==> config.mk <==
export PLATFORM = sky130hd
export DESIGN_NAME = gpdout
export DESIGN_NICKNAME = d
export VERILOG_FILES = /design/src/rtl/gpio_pkg.sv /design/src/rtl/gpdout_pulse_timer.sv /design/src/rtl/gpdout.sv
export SDC_FILE = /design/constraint.sdc
export NUM_CORES = 1
export LEC_CHECK = 0
export ABC_AREA = 1
export BUFFER_PORTS_ARGS = -buffer_cell sky130_fd_sc_hd__buf_2
export CORE_ASPECT_RATIO = 0.6
export CORE_MARGIN = 4
export CORE_UTILIZATION = 25
export CTS_CLUSTER_DIAMETER = 50
export DETAILED_ROUTE_END_ITERATION = 8
export PLACE_DENSITY = 0.46
export SETUP_SLACK_MARGIN = 0.4
export SLEW_MARGIN = 30
export SYNTH_ARGS = -nofsm -noshare
export SYNTH_HDL_FRONTEND = slang
export SYNTH_SLANG_ARGS = --single-unit
==> constraint.sdc <==
create_clock -name clk -period 2 [get_ports clk]
set_clock_uncertainty 0.05 [all_clocks]
set_input_delay 0.1 -clock clk [delete_from_list [all_inputs] [get_ports clk]]
set_output_delay 0.1 -clock clk [all_outputs]
set_load 0.01 [all_outputs]
==> src/rtl/gpio_pkg.sv <==
// Definitions shared by the general-purpose input and output ports:
// register word indices and byte-lane helpers.
package gpio_pkg;

    localparam logic [2:0] GPD_DATA   = 3'd0;
    localparam logic [2:0] GPD_SET    = 3'd1;
    localparam logic [2:0] GPD_CLR    = 3'd2;
    localparam logic [2:0] GPD_TGL    = 3'd3;
    localparam logic [2:0] GPD_PULSE  = 3'd4;
    localparam logic [2:0] GPD_STATUS = 3'd5;

    // Reverse byte order of a 32-bit word (little-endian <-> pin order).
    function automatic logic [31:0] gp_byte_swap(input logic [31:0] w);
        return {w[7:0], w[15:8], w[23:16], w[31:24]};
    endfunction

    // Expand four byte strobes into a 32-bit bit mask.
    function automatic logic [31:0] gp_strb_mask(input logic [3:0] s);
        return {{8{s[3]}}, {8{s[2]}}, {8{s[1]}}, {8{s[0]}}};
    endfunction

endpackage

==> src/rtl/gpdout_pulse_timer.sv <==
// Down-counter that defines the pulse window: a load reloads it, it then
// counts to zero and flags the edge on which the window closes.
module gpdout_pulse_timer
    import gpio_pkg::*;
#(
    parameter int PULSE_CYCLES = 16,
    parameter int CNT_W        = 16
) (
    input  logic             clk,
    input  logic             reset,
    input  logic             load_i,
    output logic             busy_o,
    output logic             expire_o,
    output logic [CNT_W-1:0] cnt_o
);

    localparam logic [CNT_W-1:0] RELOAD_VAL = CNT_W'(PULSE_CYCLES);
    localparam logic [CNT_W-1:0] CNT_ONE    = CNT_W'(1);
    localparam logic [CNT_W-1:0] CNT_ZERO   = CNT_W'(0);

    logic [CNT_W-1:0] cnt_q;
    logic [CNT_W-1:0] cnt_d;

    // Next count: a reload beats the decrement, idle holds at zero.
    always_comb begin
        cnt_d = cnt_q;
        if (load_i) begin
            cnt_d = RELOAD_VAL;
        end else if (cnt_q != CNT_ZERO) begin
            cnt_d = cnt_q - CNT_ONE;
        end else begin
            cnt_d = cnt_q;
        end
    end

    // Counter register with synchronous active-low reset.
    always_ff @(posedge clk) begin
        if (!reset) begin
            cnt_q <= CNT_ZERO;
        end else begin
            cnt_q <= cnt_d;
        end
    end

    assign busy_o   = (cnt_q != CNT_ZERO);
    assign expire_o = (!load_i) && (cnt_q == CNT_ONE);
    assign cnt_o    = cnt_q;

endmodule

==> src/rtl/gpdout.sv <==
// General-purpose output port: byte-strobed data register with SET/CLR/TGL
// aliases and a self-clearing pulse mask, driven big-endian onto the pins.
module gpdout
    import gpio_pkg::*;
#(
    parameter int PULSE_CYCLES = 16,
    parameter int CNT_W        = 16
) (
    input  logic        clk,
    input  logic        reset,
    input  logic        en,
    input  logic [2:0]  addr,
    input  logic [31:0] wdata,
    input  logic [3:0]  wstrb,
    output logic [31:0] rdata,
    output logic [31:0] doutToEdge,
    output logic        pulse_busy
);

    localparam int CW16 = (CNT_W < 16) ? CNT_W : 16;

    logic [31:0]      data_q;
    logic [31:0]      data_d;
    logic [31:0]      pulse_mask_q;
    logic [31:0]      pulse_mask_d;
    logic [31:0]      dout_q;
    logic [31:0]      dout_d;
    logic [31:0]      lane_mask_s;
    logic [31:0]      wbits_s;
    logic             pulse_load_s;
    logic             expire_s;
    logic [CNT_W-1:0] cnt_s;
    logic [15:0]      cnt16_s;

    assign lane_mask_s  = gp_strb_mask(wstrb);
    assign wbits_s      = wdata & lane_mask_s;
    // An all-zero strobe is a no-op, so it must not restart the pulse window.
    assign pulse_load_s = en && (addr == GPD_PULSE) && (wstrb != 4'b0000);

    gpdout_pulse_timer #(
        .PULSE_CYCLES (PULSE_CYCLES),
        .CNT_W        (CNT_W)
    ) u_timer (
        .clk      (clk),
        .reset    (reset),
        .load_i   (pulse_load_s),
        .busy_o   (pulse_busy),
        .expire_o (expire_s),
        .cnt_o    (cnt_s)
    );

    // Data register write decode; unstrobed lanes keep their value.
    always_comb begin
        data_d = data_q;
        if (en) begin
            case (addr)
                GPD_DATA: data_d = (data_q & ~lane_mask_s) | wbits_s;
                GPD_SET:  data_d = data_q | wbits_s;
                GPD_CLR:  data_d = data_q & ~wbits_s;
                GPD_TGL:  data_d = data_q ^ wbits_s;
                default:  data_d = data_q;
            endcase
        end else begin
            data_d = data_q;
        end
    end

    // Pulse mask accumulates on load and drops on the expiry edge.
    always_comb begin
        pulse_mask_d = pulse_mask_q;
        if (pulse_load_s) begin
            pulse_mask_d = pulse_mask_q | wbits_s;
        end else if (expire_s) begin
            pulse_mask_d = 32'h0000_0000;
        end else begin
            pulse_mask_d = pulse_mask_q;
        end
    end

    // Pins follow the next-state values so they move on the committing edge.
    always_comb begin
        dout_d = gp_byte_swap(data_d | pulse_mask_d);
    end

    // Port state registers with synchronous active-low reset.
    always_ff @(posedge clk) begin
        if (!reset) begin
            data_q       <= 32'h0000_0000;
            pulse_mask_q <= 32'h0000_0000;
            dout_q       <= 32'h0000_0000;
        end else begin
            data_q       <= data_d;
            pulse_mask_q <= pulse_mask_d;
            dout_q       <= dout_d;
        end
    end

    assign doutToEdge = dout_q;
    assign cnt16_s    = 16'(cnt_s[CW16-1:0]);

    // Register readback from current state only.
    always_comb begin
        rdata = 32'h0000_0000;
        case (addr)
            GPD_DATA, GPD_SET, GPD_CLR, GPD_TGL: rdata = data_q;
            GPD_PULSE:  rdata = pulse_mask_q;
            GPD_STATUS: rdata = {cnt16_s, 15'b000_0000_0000_0000, pulse_busy};
            default:    rdata = 32'h0000_0000;
        endcase
    end

endmodule

# Yosys cells after proc, flatten, opt, wreduce, memory -nomap -nowiden

Index checks and enable logic that the tools add are counted.

Logic and storage cells: 40
Bits in latches: 0
Register bits after elaboration: 112
Memories kept: 0
Output and inout port bits: 65
Bits in read-only memories: 0
Memory bits (writable): 0
Input bits: 42

Reductions and logical operators: 10
Eq/ne operators: 6
Add/sub/neg operators: 1
Shift-type cells: 0
Mux-type cells: 7
Magnitude comparators: 0
Bitwise gates (word level): 11
Divide/modulo/power cells: 0
Multipliers: 0

Operators with widths:

| cell                    | count |
|---|---|
| $or A32 B32 Y32         | 4 |
| $pmux W32 S4            | 1 |
| $and A32 B32 Y32        | 3 |
| $mux W32                | 3 |
| $pmux W32 S3            | 1 |
| $not A32 Y32            | 2 |
| $xor A32 B32 Y32        | 1 |
| $eq A16 B1 Y1 const B   | 1 |
| $reduce_bool A16 Y1     | 1 |
| $sub A16 B1 Y16 const B | 1 |
| $mux W5                 | 2 |
| $eq A3 B2 Y1 const B    | 2 |
| $eq A3 B3 Y1 const B    | 2 |
| $reduce_bool A4 Y1      | 1 |
| $reduce_or A4 Y1        | 1 |
| $eq A3 B1 Y1 const B    | 1 |
| $logic_and A1 B1 Y1     | 3 |
| $logic_not A3 Y1        | 1 |
| $reduce_bool A2 Y1      | 1 |
| $reduce_or A2 Y1        | 1 |
| $logic_not A1 Y1        | 1 |
| $not A1 Y1              | 1 |

# Logic depth before layout (Yosys ltp)

Depth in word-level cells: 8
Gate-level depth with buffers: 10
Depth with buffers taken out: 9

# Hierarchy

A second synthesis with hierarchy kept.

Cell total of the unflattened synthesis: 998
Area, all modules: 6354.8 sq um

Modules (own cells, without submodules):

| module             | seq. area each (sq um) | cells an instance | area each (sq um) | times used |
|---|---|---|---|---|
| gpdout             | 1921.8                 | 851               | 5403.9            | 1 |
| gpdout_pulse_timer | 320.3                  | 147               | 950.9             | 1 |

# Worst setup path after synthesis

Ideal clock, no wire load.

Path kind: register to register
From: reg u_timer.cnt_q[1] (netlist: u_timer.cnt_o[1])
To: reg dout_q[0] (netlist: doutToEdge[0])
Path buffers: 1
Setup time: 114 ps
Data arrival time: 1254 ps
Path slack: 582 ps
Required time: 1836 ps
Clock period less this slack: 1418 ps
Cell stages (with the launch flop): 9
Cell sequence: dfxtp_1 -> inv_1 -> ha_1 -> inv_1 -> nor3_1 -> nand2_4 -> buf_8 -> nand2_1 -> nand2_1

Cells in the longest elaborated chain, start to end: 5

RTL lines:

| what                   | RTL line                 | RTL |
|---|---|---|
| from (decl)            | gpdout_pulse_timer.sv:21 | `logic [CNT_W-1:0] cnt_q;` |
| from (signal assigned) | gpdout_pulse_timer.sv:41 | `cnt_q <= cnt_d;` |
| $eq A16 B1 Y1          | gpdout_pulse_timer.sv:46 | `assign expire_o = (!load_i) && (cnt_q == CNT_ONE);` |
| $logic_and A1 B1 Y1    | gpdout_pulse_timer.sv:46 |  |
| $mux W32               | gpdout.sv:73             | `end else if (expire_s) begin` |
| $mux W32               | gpdout.sv:71             | `if (pulse_load_s) begin` |
| $or A32 B32 Y32        | gpdout.sv:82             | `dout_d = gp_byte_swap(data_d \| pulse_mask_d);` |
| to (signal assigned)   | gpdout.sv:94             | `dout_q <= dout_d;` |
| to (decl)              | gpdout.sv:26             | `logic [31:0] dout_q;` |

Every way passes these cells.
A chain may end at the register's enable or synchronous reset.

# Final worst setup path

From: reg u_timer.cnt_q[10] (netlist: u_timer.cnt_o[10])
To: out pulse_busy

Cells in the longest elaborated chain, start to end: 1

RTL lines:

| what                | RTL line                 | RTL |
|---|---|---|
| $reduce_bool A16 Y1 | gpdout_pulse_timer.sv:45 | `assign busy_o = (cnt_q != CNT_ZERO);` |
| to (decl)           | gpdout.sv:17             | `output logic pulse_busy` |

Every way passes these cells.

==> results.json <==
{
  "firstDrtPassIters": 5,
  "portBuffers": 106,
  "wl_per_cell_um": 15.1,
  "cts_sinks": 112,
  "cp_max_fo": 5,
  "overflow": 0,
  "vdd_drop_max_mv": 0.464,
  "max_stage_delay_ns": 0.38,
  "drc": 0,
  "synth_xor_area_share_pct": 0.659,
  "cts.clk_slew.worst_paths_ns": 0.08,
  "yosysSeqAreaShare_pct": 33.7,
  "period_needed_ns": 1.66,
  "syn_inst": 1031,
  "timing.final.crit_share_pct": 83.2,
  "hold_viol": 0,
  "diodes": 0,
  "fin_util_pct": 31.6,
  "ys_types": 31,
  "rsz0062_at_grt": "yes",
  "clock_path_buffers": 2,
  "ys_ff_latch": 112,
  "tns_ns": 0,
  "routed_wl_um": 22600,
  "die_h_um": 134,
  "cp-end-kind": "primary output",
  "synth_edf_count": 0,
  "p_per_area_nw_per_um2": 971,
  "syn_area_sq_um": 6650,
  "status": "complete, no violations",
  "ios": 107,
  "tritoncts": "built",
  "synth_fp_nets": 1108,
  "syn_avg_cell_area_sq_um": 6.45,
  "start_util_pct": 25.8,
  "slew_headroom_pct": 66.5,
  "insertion_delay_ns": 0.37,
  "drive_gt1_share_pct": 19.5,
  "fmax_ghz": 0.601,
  "synth_top_family_by_area": "simple AND/OR/NAND/NOR gates",
  "crit_chain": "nor2_4 -> nand2_4 -> nor2_4 -> buf_6 -> nand3b_1 -> buf_2",
  "maxCapViolCount": 0,
  "yosys.area_share.adder_pct": 6.59,
  "ant_nets": 0,
  "crit_type": "flop to primary output",
  "cp_num_buf_inv": 2,
  "slowest_stage": "dfxtp_4",
  "worst_pin_slew_ns": 0.502,
  "synth-simple-area-share_pct": 33.4,
  "yosys_warnings": 0,
  "place_hpwl_um": 15400,
  "antenna_found_initial": 0,
  "h-tree-depth": 3,
  "cts-root-buf": "clkbuf_16",
  "nNetsFinal": 1218,
  "start_kind": "flop",
  "area_growth_pct": 22.3,
  "die_width_um": 218,
  "synthArstFlopShare_pct": 0,
  "required_ns": 1.85,
  "cts_made_buffers": 9,
  "path_common_cell": "nor2_4",
  "hp-class": "primary input to flop",
  "crit_arrival_ns": 1.51,
  "p_leak_nw": 4.52,
  "rows": 45,
  "grt_max_degree": 56,
  "cp_top_family": "simple AND/OR/NAND/NOR gates",
  "gp_congestion": 0.839,
  "ys.flop_type": "dfxtp_1",
  "synth_compound_area_share_pct": 9.68,
  "dieArea_sq_um": 29300,
  "core_sq_um": 25700,
  "grt_first_pass_wirelength_um": 35100,
  "grt_pass1_vias": 6173,
  "finalSetupViolCount": 0,
  "vias": 6345,
  "vias_per_cell": 4.24,
  "grtUsageTotal_pct": 15.5,
  "drtIter0Drc": 433,
  "finalMaxSlewViolations": 0,
  "yosys-mux-area-fraction_pct": 0
}
-- worst reg2reg max path, cell delays in order (launching register included) --
cell	delay [ns]
dfxtp_4	0.38
nor2_4	0.16
nand2_4	0.08
buf_4	0.15
nor3_4	0.20
nand2_4	0.08
buf_6	0.19
nand3_1	0.11
nand2_1	0.07
-- metal layers --
metal | vias up | GRT usage [%] | wire length [um] | part of all wire (%)
li1 | 3356 | - | - | -
met1 | 2830 | 23.2 | 12200 | 54
met2 | 144 | 22.8 | 8920 | 40
met3 | 15 | 3.89 | 1270 | 5.6
met4 | 0 | 2.70 | 215 | 0.95
met5 | - | 0 | 0 | 0
-- logic make-up after synthesis --
kind of cell               count (synthesis)
DFF                                      112
adders and majority gates                 35
AOI/OAI and AO/OA                        108
buffers and inverters                    252
xor gates and xnor gates                   5
and+or+nand+nor                          519
-- where the power goes --
part           switching, mW  internal [mW]
sequential             0.238           2.51
clock                  0.870           1.00
combinational           1.95           1.33
total                   3.06           4.83
-- stage by stage --
step / setup WS, ns / area, sq um / cells / total power, mW / hold WS (ns)
after floorplan: 0.582 / 6650 / 1031 / 4.39 / 0.339
after global placement: 0.196 / 7510 / 1465 / 5.13 / 0.443
after detailed placement: 0.178 / 7510 / 1465 / 5.12 / 0.444
after CTS: 0.321 / 8030 / 1492 / 7.67 / 0.0379
after global routing: 0.268 / 8130 / 1497 / 8.43 / 0.0432
final: 0.337 / 8130 / 1497 / 7.89 / 0.0606
-- worst paths after layout --
check	slack, ns	end	depth (start not counted)	start
worst max-delay path	0.34	pulse_busy	6	u_timer.cnt_o[10]
worst min-delay path	0.06	pulse_mask_q[22]	3	reset
worst max register to register	0.43	doutToEdge[24]	8	u_timer.cnt_o[10]
worst min register to register	0.51	u_timer.cnt_o[15]	4	u_timer.cnt_o[15]
-- placed cells by master (no fill, tap or decap), types with 4 or more instances in the layout --
cell,netlist,routed
nand2_4,1,4
ha_1,35,34
dfxtp_1,112,100
inv_1,207,204
buf_6,4,5
nand2_1,355,350
xor2_1,4,4
buf_4,3,32
nand3b_1,5,5
dfxtp_4,0,7
o22ai_1,15,15
a21oi_1,35,35
nor2_4,3,13
buf_2,8,106
clkbuf_16,0,9
o21ai_0,33,33
o221ai_1,17,16
nor2_1,83,71
nand3_1,12,11
dfxtp_2,0,5
o21a_1,8,8
nor3_1,33,32
nand3_2,22,22
-- cells in the mapped netlist, types with 8 or more instances --
master	count	area, sq um
buf_2	8	40.0
nor2_1	83	312
nor3_1	33	165
nand3_1	12	60.1
o221ai_1	17	149
ha_1	35	438
clkbuf_1	20	75.1
nand2_1	355	1330
nand3_2	22	220
o21a_1	8	60.1
dfxtp_1	112	2240
o21ai_0	33	165
a21oi_1	35	175
inv_1	207	777
o22ai_1	15	93.8
-- state kept, by name, indices dropped and copies added (netlist names) --
| register | cells |
|---|---|
| data_q | 32 |
| doutToEdge | 32 |
| pulse_mask_q | 32 |
| u_timer.cnt_o | 16 |
-- layout make-up --
class / count / area (sq um)
sequential: 112 / 2270
timing repair buffer: 144 / 847
clock inverter: 3 / 42.5
inverter: 207 / 782
fill: 2838 / 17600
tap: 352 / 440
multi-input combinational: 667 / 3490
clock buffer: 12 / 246
-- what timing repair did --
item / 4_1_cts / 5_1_grt
buffers inserted: 12 / 5
resized for setup: 44 / 20
endpoints found under the setup margin: 80 / 89
hold buffers: 0 / 0
pin swaps: 8 / 5
Note: power is estimated with default switching activity, not from simulation.
